## src/rtl/gametank_loader_pkg.sv

```systemverilog
// GameTank ROM loader shared types and constants.
// Header magic, error codes and loader state encoding.
package gametank_loader_pkg;

  typedef enum logic [2:0] {
    S_IDLE,
    S_HEADER,
    S_PAYLOAD,
    S_DONE,
    S_ERROR
  } state_t;

  localparam logic [1:0] ERR_NONE  = 2'd0;
  localparam logic [1:0] ERR_MAGIC = 2'd1;
  localparam logic [1:0] ERR_SIZE  = 2'd2;
  localparam logic [1:0] ERR_SHORT = 2'd3;

  localparam logic [7:0] MAGIC0 = 8'h47;
  localparam logic [7:0] MAGIC1 = 8'h54;
  localparam logic [7:0] MAGIC2 = 8'h52;
  localparam logic [7:0] MAGIC3 = 8'h1A;

  localparam int HDR_LEN    = 16;
  localparam int UNIT_BYTES = 4096;

  function automatic logic [7:0] magic_byte(
    input logic [1:0] i
  );
    logic [7:0] m;
    case (i)
      2'd0:    m = MAGIC0;
      2'd1:    m = MAGIC1;
      2'd2:    m = MAGIC2;
      default: m = MAGIC3;
    endcase
    return m;
  endfunction

endpackage

```

## src/rtl/loader_byte_fifo.sv

```systemverilog
// Small synchronous byte FIFO buffering payload ahead of the write port.
// Combinational head read; flush empties it on the next edge.
module loader_byte_fifo #(
  parameter int DEPTH = 4
) (
  input  logic       clk,
  input  logic       reset_n,
  input  logic       push,
  input  logic       pop,
  input  logic       flush,
  input  logic [7:0] din,
  output logic [7:0] dout,
  output logic       full,
  output logic       empty
);

  localparam int AW = $clog2(DEPTH);

  logic [7:0]    r_mem [DEPTH];
  logic [AW-1:0] r_wp;
  logic [AW-1:0] r_rp;
  logic [AW:0]   r_cnt;
  logic          w_push;
  logic          w_pop;

  assign full   = (r_cnt == (AW+1)'(DEPTH));
  assign empty  = (r_cnt == '0);
  assign dout   = r_mem[r_rp];
  assign w_pop  = pop && !empty;
  assign w_push = push && (!full || w_pop);

  always_ff @(posedge clk or negedge reset_n) begin
    if (!reset_n) begin
      r_wp  <= '0;
      r_rp  <= '0;
      r_cnt <= '0;
    end else if (flush) begin
      r_wp  <= '0;
      r_rp  <= '0;
      r_cnt <= '0;
    end else begin
      if (w_push) r_wp <= r_wp + 1'b1;
      if (w_pop)  r_rp <= r_rp + 1'b1;
      case ({w_push, w_pop})
        2'b10:   r_cnt <= r_cnt + 1'b1;
        2'b01:   r_cnt <= r_cnt - 1'b1;
        default: r_cnt <= r_cnt;
      endcase
    end
  end

  always_ff @(posedge clk) begin
    if (w_push && !flush) r_mem[r_wp] <= din;
  end

endmodule

```

## src/rtl/gametank_rom_loader.sv

```systemverilog
// Parses the GameTank image header from the ROM feeder and streams
// the payload into cartridge memory over a req/ack write port.
module gametank_rom_loader
  import gametank_loader_pkg::*;
#(
  parameter int ADDR_W     = 22,
  parameter int MEM_BASE   = 0,
  parameter int MAX_UNITS  = 8,
  parameter int FIFO_DEPTH = 4
) (
  input  logic              clk,
  input  logic              reset_n,
  input  logic              dl_active,
  input  logic [7:0]        in_data,
  input  logic              in_strobe,
  output logic [ADDR_W-1:0] mem_addr,
  output logic [7:0]        mem_wdata,
  output logic              mem_req,
  input  logic              mem_ack,
  output logic              loading,
  output logic              done,
  output logic              error,
  output logic [1:0]        err_code,
  output logic [7:0]        rom_units,
  output logic [7:0]        mapper
);

  state_t            r_state;
  logic [3:0]        r_hdr_cnt;
  logic [ADDR_W-1:0] r_rx_cnt;
  logic [ADDR_W-1:0] r_wr_idx;
  logic [ADDR_W-1:0] r_addr;
  logic [7:0]        r_wdata;
  logic              r_req;
  logic              r_seen_low;
  logic              r_loading;
  logic              r_done;
  logic              r_error;
  logic [1:0]        r_err;
  logic [7:0]        r_units;
  logic [7:0]        r_mapper;

  logic [ADDR_W-1:0] w_total;
  logic [7:0]        w_dout;
  logic              w_full;
  logic              w_empty;
  logic              w_pld;
  logic              w_more;
  logic              w_take;
  logic              w_ovf;
  logic              w_push;
  logic              w_pop;
  logic              w_bad_size;
  logic              w_last_ack;
  logic              w_restart;
  logic [1:0]        w_fail;

  assign w_total    = ADDR_W'(r_units) * ADDR_W'(UNIT_BYTES);
  assign w_pld      = (r_state == S_PAYLOAD);
  assign w_more     = (r_rx_cnt != w_total);
  assign w_pop      = w_pld && !w_empty && !r_req;
  assign w_take     = w_pld && in_strobe && dl_active && w_more;
  assign w_ovf      = w_take && w_full && !w_pop;
  assign w_push     = w_take && !w_ovf;
  assign w_bad_size = (r_units == 8'd0) || (r_units > 8'(MAX_UNITS));
  assign w_last_ack = r_req && mem_ack && (r_wr_idx == w_total);
  assign w_restart  = dl_active && (r_state == S_IDLE || r_seen_low);

  always_comb begin
    w_fail = ERR_NONE;
    if (r_state == S_HEADER) begin
      if (!dl_active)
        w_fail = ERR_SHORT;
      else if (in_strobe && r_hdr_cnt[3:2] == 2'd0 &&
               in_data != magic_byte(r_hdr_cnt[1:0]))
        w_fail = ERR_MAGIC;
      else if (in_strobe && w_bad_size &&
               r_hdr_cnt == 4'(HDR_LEN - 1))
        w_fail = ERR_SIZE;
    end else if (w_pld && ((!dl_active && w_more) || w_ovf)) begin
      w_fail = ERR_SHORT;
    end
  end

  loader_byte_fifo #(
    .DEPTH (FIFO_DEPTH)
  ) u_fifo (
    .clk     (clk),
    .reset_n (reset_n),
    .push    (w_push),
    .pop     (w_pop),
    .flush   (!w_pld),
    .din     (in_data),
    .dout    (w_dout),
    .full    (w_full),
    .empty   (w_empty)
  );

  always_ff @(posedge clk or negedge reset_n) begin
    if (!reset_n) begin
      r_state    <= S_IDLE;
      r_hdr_cnt  <= '0;
      r_rx_cnt   <= '0;
      r_wr_idx   <= '0;
      r_addr     <= '0;
      r_wdata    <= '0;
      r_req      <= 1'b0;
      r_seen_low <= 1'b0;
      r_loading  <= 1'b0;
      r_done     <= 1'b0;
      r_error    <= 1'b0;
      r_err      <= ERR_NONE;
      r_units    <= '0;
      r_mapper   <= '0;
    end else begin
      if (w_pop) begin
        r_req    <= 1'b1;
        r_addr   <= ADDR_W'(MEM_BASE) + r_wr_idx;
        r_wdata  <= w_dout;
        r_wr_idx <= r_wr_idx + 1'b1;
      end else if (r_req && mem_ack) begin
        r_req <= 1'b0;
      end
      if (w_push) r_rx_cnt <= r_rx_cnt + 1'b1;

      // a failure abandons any outstanding write
      if (w_fail != ERR_NONE) begin
        r_state    <= S_ERROR;
        r_error    <= 1'b1;
        r_err      <= w_fail;
        r_loading  <= 1'b0;
        r_req      <= 1'b0;
        r_seen_low <= 1'b0;
      end else begin
        unique case (r_state)
          S_HEADER: begin
            if (in_strobe) begin
              r_hdr_cnt <= r_hdr_cnt + 1'b1;
              if (r_hdr_cnt == 4'd4) r_units  <= in_data;
              if (r_hdr_cnt == 4'd5) r_mapper <= in_data;
              if (r_hdr_cnt == 4'(HDR_LEN - 1))
                r_state <= S_PAYLOAD;
            end
          end
          S_PAYLOAD: begin
            if (w_last_ack) begin
              r_state   <= S_DONE;
              r_done    <= 1'b1;
              r_loading <= 1'b0;
            end
          end
          default: begin
            if (!dl_active) r_seen_low <= 1'b1;
            if (w_restart) begin
              r_state    <= S_HEADER;
              r_loading  <= 1'b1;
              r_done     <= 1'b0;
              r_error    <= 1'b0;
              r_err      <= ERR_NONE;
              r_hdr_cnt  <= '0;
              r_rx_cnt   <= '0;
              r_wr_idx   <= '0;
              r_seen_low <= 1'b0;
            end
          end
        endcase
      end
    end
  end

  assign mem_addr  = r_addr;
  assign mem_wdata = r_wdata;
  assign mem_req   = r_req;
  assign loading   = r_loading;
  assign done      = r_done;
  assign error     = r_error;
  assign err_code  = r_err;
  assign rom_units = r_units;
  assign mapper    = r_mapper;

endmodule

```

## config.mk

```make
export PLATFORM = sky130hd
export DESIGN_NAME = gametank_rom_loader
export DESIGN_NICKNAME = d
export VERILOG_FILES = /design/src/rtl/gametank_loader_pkg.sv /design/src/rtl/loader_byte_fifo.sv /design/src/rtl/gametank_rom_loader.sv
export SDC_FILE = /design/constraint.sdc
export NUM_CORES = 1
export LEC_CHECK = 0
export BUFFER_PORTS_ARGS = -buffer_cell sky130_fd_sc_hd__buf_2
export CELL_PAD_IN_SITES_DETAIL_PLACEMENT = 1
export CELL_PAD_IN_SITES_GLOBAL_PLACEMENT = 1
export CORE_UTILIZATION = 51
export DETAILED_ROUTE_END_ITERATION = 10
export MAX_ROUTING_LAYER = met4
export PLACE_DENSITY_LB_ADDON = 0.12
export RECOVER_POWER = 25
export SYNTH_ARGS = -nofsm -noshare
export SYNTH_HDL_FRONTEND = slang
export SYNTH_SLANG_ARGS = --single-unit
```

## constraint.sdc

```tcl
create_clock -name clk -period 7.9 [get_ports clk]
set_input_delay 0.395 -clock clk [delete_from_list [all_inputs] [get_ports clk]]
set_output_delay 0.395 -clock clk [all_outputs]
set_load 0.005 [all_outputs]
```

Word level (Yosys, flattened, before mapping)
Memory sizes are Yosys's and may differ from the RTL's. A register that Yosys moved wholly into a read port is not among the register bits.
Index checks and enable logic that the tools add are counted.
{"block": "classes", "magnitude_cmp": 1, "eq_ne": 24, "bitwise_logic": 3, "n_mux": 52, "add_sub_neg": 7, "reduce_logical": 52}
{"operator": "$mux W22", "count": 8}
{"operator": "$add A22 B1 Y22 const B", "count": 2}
{"operator": "$mux W2", "count": 12}
{"operator": "$eq A22 B20 Y1", "count": 1}
{"operator": "$ne A22 B20 Y1", "count": 1}
{"operator": "$pmux W7 S3", "count": 1}
{"operator": "$logic_and A1 B1 Y1", "count": 20}
{"operator": "$reduce_and A4 Y1", "count": 5}
{"operator": "$mux W3", "count": 6}
{"operator": "$mux W1", "count": 16}
{"operator": "$mux W8", "count": 2}
{"operator": "$ne A3 B1 Y1 const B", "count": 4}
{"operator": "$pmux W3 S2", "count": 2}
{"operator": "$ne A2 B1 Y1 const B", "count": 5}
{"operator": "$eq A4 B3 Y1 const B", "count": 2}
{"operator": "$gt A8 B4 Y1 const B", "count": 1}
{"operator": "$logic_not A8 Y1", "count": 1}
{"operator": "$mux W4", "count": 2}
{"operator": "$ne A8 B8 Y1", "count": 1}
{"operator": "$pmux W4 S2", "count": 1}
{"operator": "$reduce_bool A2 Y1", "count": 4}
{"operator": "$logic_not A1 Y1", "count": 7}
{"operator": "$logic_not A3 Y1", "count": 2}
{"operator": "$reduce_bool A3 Y1", "count": 2}
{"operator": "other kinds (20)", "count": 31}
{"block": "totals", "ram_bits": 32, "n_memories": 1, "reg_bits": 103, "inputBits": 13}
{"memory": "u_fifo.r_mem", "words": 4, "word_bits": 8, "rd": 1, "rd_ports_with_merged_regs": 1, "write_ports": 1, "line": "loader_byte_fifo.sv:19", "source": "logic [7:0] r_mem [DEPTH];"}

Longest topological paths before layout
Gate-level depths: netlist (run 1).
{"block": "logic_depth", "depth_word": 13, "mapped_depth": 13, "depth_no_buf": 11}

Modules after synthesis
From an unflattened synthesis (run 1), not the netlist that was laid out.
{"block": "unflattened", "cells_unflattened": 631, "hier_area_um2": 6821.5}
{"module": "gametank_rom_loader", "seq_area_each_um2": 2602.5, "instances": 1, "cells_each": 523, "area_per_inst_um2": 5087.4}
{"module": "loader_byte_fifo", "seq_area_each_um2": 1136.1, "instances": 1, "cells_each": 108, "area_per_inst_um2": 1734.2}

Worst setup path after synthesis (run 1)
No wires, ideal clock.
{"block": "synth_path", "path_type": "reg-to-reg", "startpoint": "register r_state[0]", "endpoint": "register u_fifo.r_cnt[2]", "n_path_buf": 5, "t_arrival_ps": 2763, "path_slack_ps": 5037, "path_stages_with_launch": 13, "period_less_slack_ps": 2863, "path_cell_list": "dfrtp_1 > buf_6 > or3b_1 > buf_6 > or3_1 > buf_6 > clkbuf_1 > clkbuf_1 > nor2_1 > fa_1 > o21ai_0 > o221a_2 > a311oi_1"}
{"block": "synth_via", "elab_chain_len": 12}
{"element": "from (decl)", "line": "gametank_rom_loader.sv:28", "source": "state_t r_state;"}
{"element": "from (signal assigned)", "line": "gametank_rom_loader.sv:101", "source": "r_state <= S_IDLE;"}
{"element": "from (signal assigned)", "line": "gametank_rom_loader.sv:128", "source": "r_state <= S_ERROR;"}
{"element": "from (signal assigned)", "line": "gametank_rom_loader.sv:142", "source": "r_state <= S_PAYLOAD;"}
{"element": "$eq A3 B2 Y1 (*)", "line": "gametank_rom_loader.sv:59", "source": "assign w_pld = (r_state == S_PAYLOAD);"}
{"element": "$logic_and A1 B1 Y1 (3 in series)", "line": "gametank_rom_loader.sv:62", "source": "assign w_take = w_pld && in_strobe && dl_active && w_more;"}
{"element": "$logic_and A1 B1 Y1 (2 in series)", "line": "gametank_rom_loader.sv:63", "source": "assign w_ovf = w_take && w_full && !w_pop;"}
{"element": "$logic_not A1 Y1", "line": "gametank_rom_loader.sv:64", "source": "assign w_push = w_take && !w_ovf;"}
{"element": "$logic_and A1 B1 Y1", "line": "gametank_rom_loader.sv:64"}
{"element": "$logic_and A1 B1 Y1", "line": "loader_byte_fifo.sv:30", "source": "assign w_push = push && (!full || w_pop);"}
{"element": "$eq A2 B1 Y1 or $eq A2 B2 Y1 (tied branches)", "line": "loader_byte_fifo.sv:44", "source": "case ({w_push, w_pop})"}
{"element": "$pmux W3 S2", "line": "loader_byte_fifo.sv:44"}
{"element": "$mux W3", "line": "loader_byte_fifo.sv:37", "source": "end else if (flush) begin"}
{"element": "to (signal assigned)", "line": "loader_byte_fifo.sv:45", "source": "2'b10: r_cnt <= r_cnt + 1'b1;"}
{"element": "to (signal assigned)", "line": "loader_byte_fifo.sv:46", "source": "2'b01: r_cnt <= r_cnt - 1'b1;"}
{"element": "to (signal assigned)", "line": "loader_byte_fifo.sv:47", "source": "default: r_cnt <= r_cnt;"}
{"element": "to (decl)", "line": "loader_byte_fifo.sv:22", "source": "logic [AW:0] r_cnt;"}
Every way passes the cells marked *; elsewhere a longest branch is shown, timed or not.
A chain may end at the register's enable or synchronous reset.

Final worst setup path (run 1)
{"block": "layout_path", "startpoint": "register r_req, in the netlist mem_req", "endpoint": "register u_fifo.r_cnt[2]"}
{"block": "layout_via", "elab_chain_len": 10}
{"element": "from (decl)", "line": "gametank_rom_loader.sv:34", "source": "logic r_req;"}
{"element": "from (signal assigned)", "line": "gametank_rom_loader.sv:107", "source": "r_req <= 1'b0;"}
{"element": "from (signal assigned)", "line": "gametank_rom_loader.sv:117", "source": "r_req <= 1'b1;"}
{"element": "from (signal assigned)", "line": "gametank_rom_loader.sv:122", "source": "r_req <= 1'b0;"}
{"element": "$logic_not A1 Y1 (*)", "line": "gametank_rom_loader.sv:61", "source": "assign w_pop = w_pld && !w_empty && !r_req;"}
{"element": "$logic_and A1 B1 Y1 (*)", "line": "gametank_rom_loader.sv:61"}
{"element": "$logic_not A1 Y1", "line": "gametank_rom_loader.sv:63"}
{"element": "$logic_and A1 B1 Y1", "line": "gametank_rom_loader.sv:63"}
{"element": "$logic_not A1 Y1", "line": "gametank_rom_loader.sv:64"}
{"element": "$logic_and A1 B1 Y1", "line": "gametank_rom_loader.sv:64"}
{"element": "$logic_and A1 B1 Y1", "line": "loader_byte_fifo.sv:30"}
{"element": "$eq A2 B1 Y1 or $eq A2 B2 Y1 (tied branches)", "line": "loader_byte_fifo.sv:44"}
{"element": "$pmux W3 S2", "line": "loader_byte_fifo.sv:44"}
{"element": "$mux W3", "line": "loader_byte_fifo.sv:37"}
Marked as above.

==> results.md, run 1 <==
* Status: finished, violations left
* Failing checks: capacitance limit, slew limit
* Worst reg2reg setup slack at 4.43 ns
* Most used cell, CP: nor2_1
* Synth Register Bits at 143
* Most frequent cells in the layout: nand2_1, dfrtp_1, buf_2
* Peak supply drop at 0.161 mV
* Hold Slack at 0.369 ns
* Crit-path max FO at 20
* Vias in the first global route at 5587
* Final WS setup at 4.43 ns
* Syn_nets at 665
* Vias per inst at 5.78
* Core Region at 12800 sq um
* DP Worst Slack at 4.50 ns
* Share of layout cells above drive strength 1 at 0.176
* Full die area at 13800 sq um
* Hold path depth at 3
* DR iter-0 viols at 339
* Antenna violations before repair at 0
* CTS buffer count at 17
* Floorplan row count at 41
* Hold Crit Class: input pin to flop
* Inserted Diodes at 0
* Startpoint class of the critical path: flop
* Root buf cell: clkbuf_16
* HP Start: dl_active
* Finished Cell Area at 7880 sq um
* Area growth syn-to-layout at 15.5%
* Most common cell after layout, fill and taps aside: nand2_1
* Max cap viols at 1
* Chip width at 118 um
* RSZ-0062 raised after global routing: no
* Overall routing resource usage at 0.286
* Critical-path top delay cell: nor2_1
* Vias post-DR at 5090
* Final period utilization at 0.439
* Pwr Density at 249 nW/um^2
* Slew @ Worst Pin at 2.32 ns
* Rel. slew slack at -0.549
* Reg2reg start: mem_req
* Router iterations before antenna repair at 4
* Post-route DRC at 0
* Drt wl/cell at 20.4 um
* Clock Latency Late Sink at 0.42 ns
* Largest net degree at the start of global routing at 72
* Grt total ovfl at 0
* Placed cells at 848
* Post-DP Area at 7260 sq um
* Worst endpoint data arrival time at 3.79 ns
* Fin. max-slew vios at 42
* Post-detail-place hpwl at 11900 um
* Critical path class: flop to flop
* First-pass GRT wire length at 29700 um
* Clk slew on worst S/H paths at 0.06 ns
* Total Wirelength at 18000 um
* Post_cts resized at 0
* Avg Cell Area, Syn at 10.7 sq um
* Synth Flop Type: dfrtp_1
* Worst Skew at 0.00488 ns
* Clock Path Buffers at 2
* I/O Buffers at 64
* CP cell instances: inv_1, nor4_1, nand3b_1, nor2_1, nor2_1, fa_1, nand2_1, nor3_1, o221a_2, a311oi_1
* Routed Antenna Nets at 0
* R2r endpoint: u_fifo.r_cnt[2]
* Cell Count, Final, Fillers Out at 881
* Reg2reg path depth at 10
* Crit-path max cell delay at 0.80 ns
* Synth Cell Area at 6820 sq um
* Endpoints failing setup at 0
* Final hold vios at 0
* Clock sink total at 143
* Post-synth EDFFs at 32
* CP Capture Type: flop
* Fraction of registers with async set/reset at 0.776
* Sequential fraction of the synthesis area at 0.548
* Die Y at 118 um
* Nets at 722
* I/O pin total at 65
* Cells after synthesis at 639
* TNS Setup at 0 ns
* CTS tree: yes
* Max Fclk at 288 MHz
* Hold Path End: r_state[1]
* Initial Util at 0.532
* Yosys cell types at 60
* Worst path required time at 8.22 ns
* Lkg Pwr at 3.57 nW
* Final GP Congestion at 0.894
* Synth warn at 0
* Final Critical Period at 3.47 ns
* H-Tree Depth at 4
worst max path at each step:
stage | from | to | slack, ns | cells past startpoint
6_report | mem_req | u_fifo.r_cnt[2] | 4.43 | 10
5_1_grt | mem_req | u_fifo.r_cnt[2] | 4.15 | 10
4_1_cts | mem_req | u_fifo.r_cnt[2] | 4.44 | 10
3_5_place_dp | mem_req | u_fifo.r_cnt[2] | 4.50 | 10
3_3_place_gp | mem_req | u_fifo.r_cnt[2] | 4.74 | 10
2_1_floorplan | r_state[0] | u_fifo.r_cnt[2] | 5.04 | 12
state kept, by name, summed over array words and instances, names as in the netlist:
name,cells
u_fifo.r_wp,2
error,1
r_rx_cnt,22
r_hdr_cnt,4
mem_addr,22
r_wr_idx,22
err_code,2
mem_req,1
done,1
mapper,8
r_state,3
mem_wdata,8
r_seen_low,1
rom_units,8
u_fifo.r_rp,2
loading,1
u_fifo.r_mem,32
u_fifo.r_cnt,3
power by group:
| part | switching, W | internal (W) | leakage (nW) |
|---|---|---|---|
| Sequential | 0.0000564 | 0.000790 | 1.82 |
| Clock | 0.000319 | 0.000523 | 0.300 |
| Combinational | 0.000175 | 0.000102 | 1.44 |
stage by stage:
step           power, W   util
3_5_place_dp    0.00114  0.566
4_1_cts         0.00198  0.616
6_report        0.00196  0.614
3_3_place_gp    0.00112  0.566
5_1_grt         0.00204  0.614
2_1_floorplan   0.00103      -
cells in the mapped netlist, types with 5 or more instances:
library cell | instances | area [sq um]
and3_1 | 7 | 43.8
nand2_1 | 117 | 439
inv_1 | 19 | 71.3
ha_1 | 12 | 150
clkbuf_1 | 25 | 93.8
o211ai_1 | 5 | 37.5
or4_1 | 7 | 52.6
xor2_1 | 21 | 184
nor3_1 | 16 | 80.1
edfxtp_1 | 32 | 961
xnor2_1 | 33 | 289
mux2_2 | 16 | 180
nand3_1 | 21 | 105
a21oi_1 | 12 | 60.1
mux4_2 | 8 | 180
and2_1 | 7 | 43.8
o31ai_1 | 7 | 52.6
or3_1 | 6 | 37.5
nand4_1 | 18 | 113
dfrtp_1 | 111 | 2780
o21ai_0 | 20 | 100
nor4_1 | 19 | 119
nor2_1 | 50 | 188
per-layer routing:
layer / GRT usage / vias up / routed length, um
li1: - / 2351 / -
met1: 0.346 / 2613 / 7650
met2: 0.481 / 107 / 9500
met3: 0.0533 / 19 / 632
met4: 0.0994 / 0 / 212
met5: - / - / 0
critical path, delay by kind of cell (launching register included):
kind | cells | cell delay [ns]
and+or+nand+nor | 6 | 1.78
AOI/OAI and AO/OA | 2 | 0.50
DFF | 1 | 0.48
adders and majority gates | 1 | 0.47
buffers and inverters | 1 | 0.13
area by class of cell:
cell class,count,area (sq um)
fill,1434,4950
sequential,143,3740
multi-input combinational,445,2880
clock buffer,19,464
timing repair buffer,70,352
tap,172,215
clock inverter,13,159
inverter,19,71.3
what timing repair did:
action	in CTS	in global routing
setup buffers	0	0
endpoints found under the hold margin	40	0
hold buffers	1	0
logic make-up after synthesis:
family,Yosys count,share of synthesized area
buffers and inverters,51,0.0319
xor gates and xnor gates,54,0.0693
adders and majority gates,13,0.0249
muxes,26,0.0560
and+or+nand+nor,289,0.208
DFF,143,0.548
AOI/OAI and AO/OA,63,0.0613
(Power assumes the default switching activity.)
==> run 2: changes to the inputs <==
--- a/config.mk
+++ b/config.mk
@@ -8,7 +8,7 @@
 export BUFFER_PORTS_ARGS = -buffer_cell sky130_fd_sc_hd__buf_2
 export CELL_PAD_IN_SITES_DETAIL_PLACEMENT = 1
 export CELL_PAD_IN_SITES_GLOBAL_PLACEMENT = 1
-export CORE_UTILIZATION = 51
+export CORE_UTILIZATION = 47
 export DETAILED_ROUTE_END_ITERATION = 10
 export MAX_ROUTING_LAYER = met4
 export PLACE_DENSITY_LB_ADDON = 0.12
==> constraint.sdc (replaced) <==
create_clock -name clk -period 3.59 [get_ports clk]
set_input_delay 0.1795 -clock clk [delete_from_list [all_inputs] [get_ports clk]]
set_output_delay 0.1795 -clock clk [all_outputs]
set_load 0.005 [all_outputs]
==> run 2 against run 1 <==
Effect of this change: the flow now finishes without violations; core utilization fell by 4.8 points; worst hold slack got worse by 0.22 ns; combinational power rose by 120%; power increased by 120%; register-to-register slack got worse by 3.7 ns; setup slack lost 3.7 ns; non-clock buffer count grew 3; count of clock-buffer cells in the layout down 1; via count decreased by 0.79%; fmax up 20%; global-route usage down 2.6 points; critical path type unchanged; largest cell class unchanged; highest routed layer unchanged.
==> results.md, run 2 (synthesis results as in run 1) <==
* Worst reg2reg setup slack at 0.69 ns
* Reg2reg path depth at 7
* RSZ-0062 raised after global routing: no
* Fin. max-slew vios at 0
* Final period utilization at 0.807
* Largest net degree at the start of global routing at 64
* Finished Cell Area at 7940 sq um
* Critical Path Start: r_state[0]
* Placed cells at 859
* Fin util at 0.566
* Share of layout cells above drive strength 1 at 0.178
* Hold Crit Class: input pin to flop
* Worst endpoint data arrival time at 3.21 ns
* Inserted Diodes at 0
* Final hold vios at 0
* Antenna violations before repair at 0
* Total Wirelength at 17300 um
* Post_cts resized at 0
* Clk slew on worst S/H paths at 0.06 ns
* CTS buffer count at 17
* Vias in the first global route at 5385
* Area growth syn-to-layout at 16.5%
* Worst Skew at 0.00973 ns
* First-pass GRT wire length at 28500 um
* Die Y at 122 um
* Post-CTS setup buffer count at 0
* DR iter-0 viols at 298
* Endpoints failing setup at 0
* Peak supply drop at 0.337 mV
* R2r endpoint: u_fifo.r_cnt[2]
* Worst path required time at 3.90 ns
* CTS tree: yes
* Final GP Congestion at 0.820
* Status: completed
* Biggest register: u_fifo.r_mem
* Routed Antenna Nets at 0
* I/O Buffers at 64
* Vias post-DR at 5050
* Chip width at 122 um
* Most common cell after layout, fill and taps aside: nand2_1
* Pwr Density at 553 nW/um^2
* Most frequent cells in the layout: nand2_1, dfrtp_1, buf_2
* Overall routing resource usage at 0.261
* Largest register FFs at 32
* Router iterations before antenna repair at 4
* Initial Util at 0.486
* Clock sink total at 143
* Flop pwr share at 0.421
* Clock Path Buffers at 2
* Floorplan row count at 43
* Lkg Pwr at 3.60 nW
* Cell Count, Final, Fillers Out at 892
* Nets at 725
* DP Worst Slack at 0.753 ns
* Final WS setup at 0.693 ns
* Reg2reg start: r_state[0]
* CP Capture Type: flop
* Core Region at 14000 sq um
* Crit-path max FO at 9
* Post-route DRC at 0
* H-Tree Depth at 4
* Final Critical Period at 2.90 ns
* Drt wl/cell at 19.4 um
* Root buf cell: clkbuf_16
* Rel. slew slack at 0.0926
* Switch Pwr at 0.00120 W
* Critical path class: flop to flop
* CP Capture Point: u_fifo.r_cnt[2]
* Post-DP Area at 7310 sq um
* Internal power at 0.00320 W
* Full die area at 15000 sq um
* Max Fclk at 345 MHz
* Slew @ Worst Pin at 1.36 ns
* Net Sw Frac at 0.272
* Clk pwr share at 0.440
* Combinational cell fraction of total power at 0.139
* Clock Latency Late Sink at 0.43 ns
* Post-detail-place hpwl at 11900 um
* Fill cells at 1537
* Startpoint class of the critical path: flop
* Vias per inst at 5.66
* TNS Setup at 0 ns
* I/O pin total at 65
* Max cap viols at 0
* Grt total ovfl at 0
-- run 2: worst min-delay path by stage --
| stage | to | slack, ns | start | depth (start not counted) |
|---|---|---|---|---|
| after floorplan | done | -0.12 | reset_n | 0 |
| after global placement | mem_wdata[0] | 0.26 | reset_n | 1 |
| after detailed placement | mem_wdata[0] | 0.28 | reset_n | 1 |
| after CTS | u_fifo.r_mem[2][7] | 0.03 | in_data[7] | 1 |
| after global routing | u_fifo.r_mem[0][7] | 0.16 | in_data[7] | 1 |
| final | u_fifo.r_mem[0][7] | 0.14 | in_data[7] | 1 |
-- run 2: through the flow --
| step | total power (W) | hold WS (ns) |
|---|---|---|
| 6_report | 0.00439 | 0.144 |
| 3_5_place_dp | 0.00249 | 0.277 |
| 3_3_place_gp | 0.00246 | 0.257 |
| 4_1_cts | 0.00444 | 0.0334 |
| 2_1_floorplan | 0.00226 | -0.116 |
| 5_1_grt | 0.00456 | 0.156 |
-- run 2: layer usage --
metal	vias to the layer above	share of wire	GRT usage
met3	28	0.033	0.0469
met4	0	0.018	0.0945
met5	-	0	-
met1	2571	0.44	0.316
met2	93	0.51	0.435
li1	2358	-	-
-- run 2: power groups by stage --
stage	registers (W)	clock network [W]	logic, W
after floorplan	0.00183	0	0.000426
after global placement	0.00187	0	0.000592
after detailed placement	0.00188	0	0.000611
after CTS	0.00185	0.00197	0.000622
after global routing	0.00186	0.00202	0.000674
final	0.00185	0.00193	0.000610
-- run 2: worst max-delay path, stage by stage, from the launching register on --
cell and delay (ns):
dfrtp_1 0.47, or3b_1 0.61, or3_1 0.58, nor2_1 0.19
fa_1 0.28, o21ai_0 0.12, o221a_2 0.27, a311oi_1 0.25
-- run 2: cell type report --
type                            instances  area [sq um]  area share
Timing Repair Buffer                   73           388      0.0488
Clock buffer                           18           429      0.0540
Tap cell                              180           225      0.0284
Multi-Input combinational cell        445          2880       0.362
Inverter                               19          71.3     0.00898
Clock inverter                         14           215      0.0271
Sequential cell                       143          3740       0.471
-- run 2: repair_timing --
item                                   4_1_cts  5_1_grt
endpoints found under the hold margin       48        0
setup endpoints to repair                    0        0
hold buffers                                 1        0
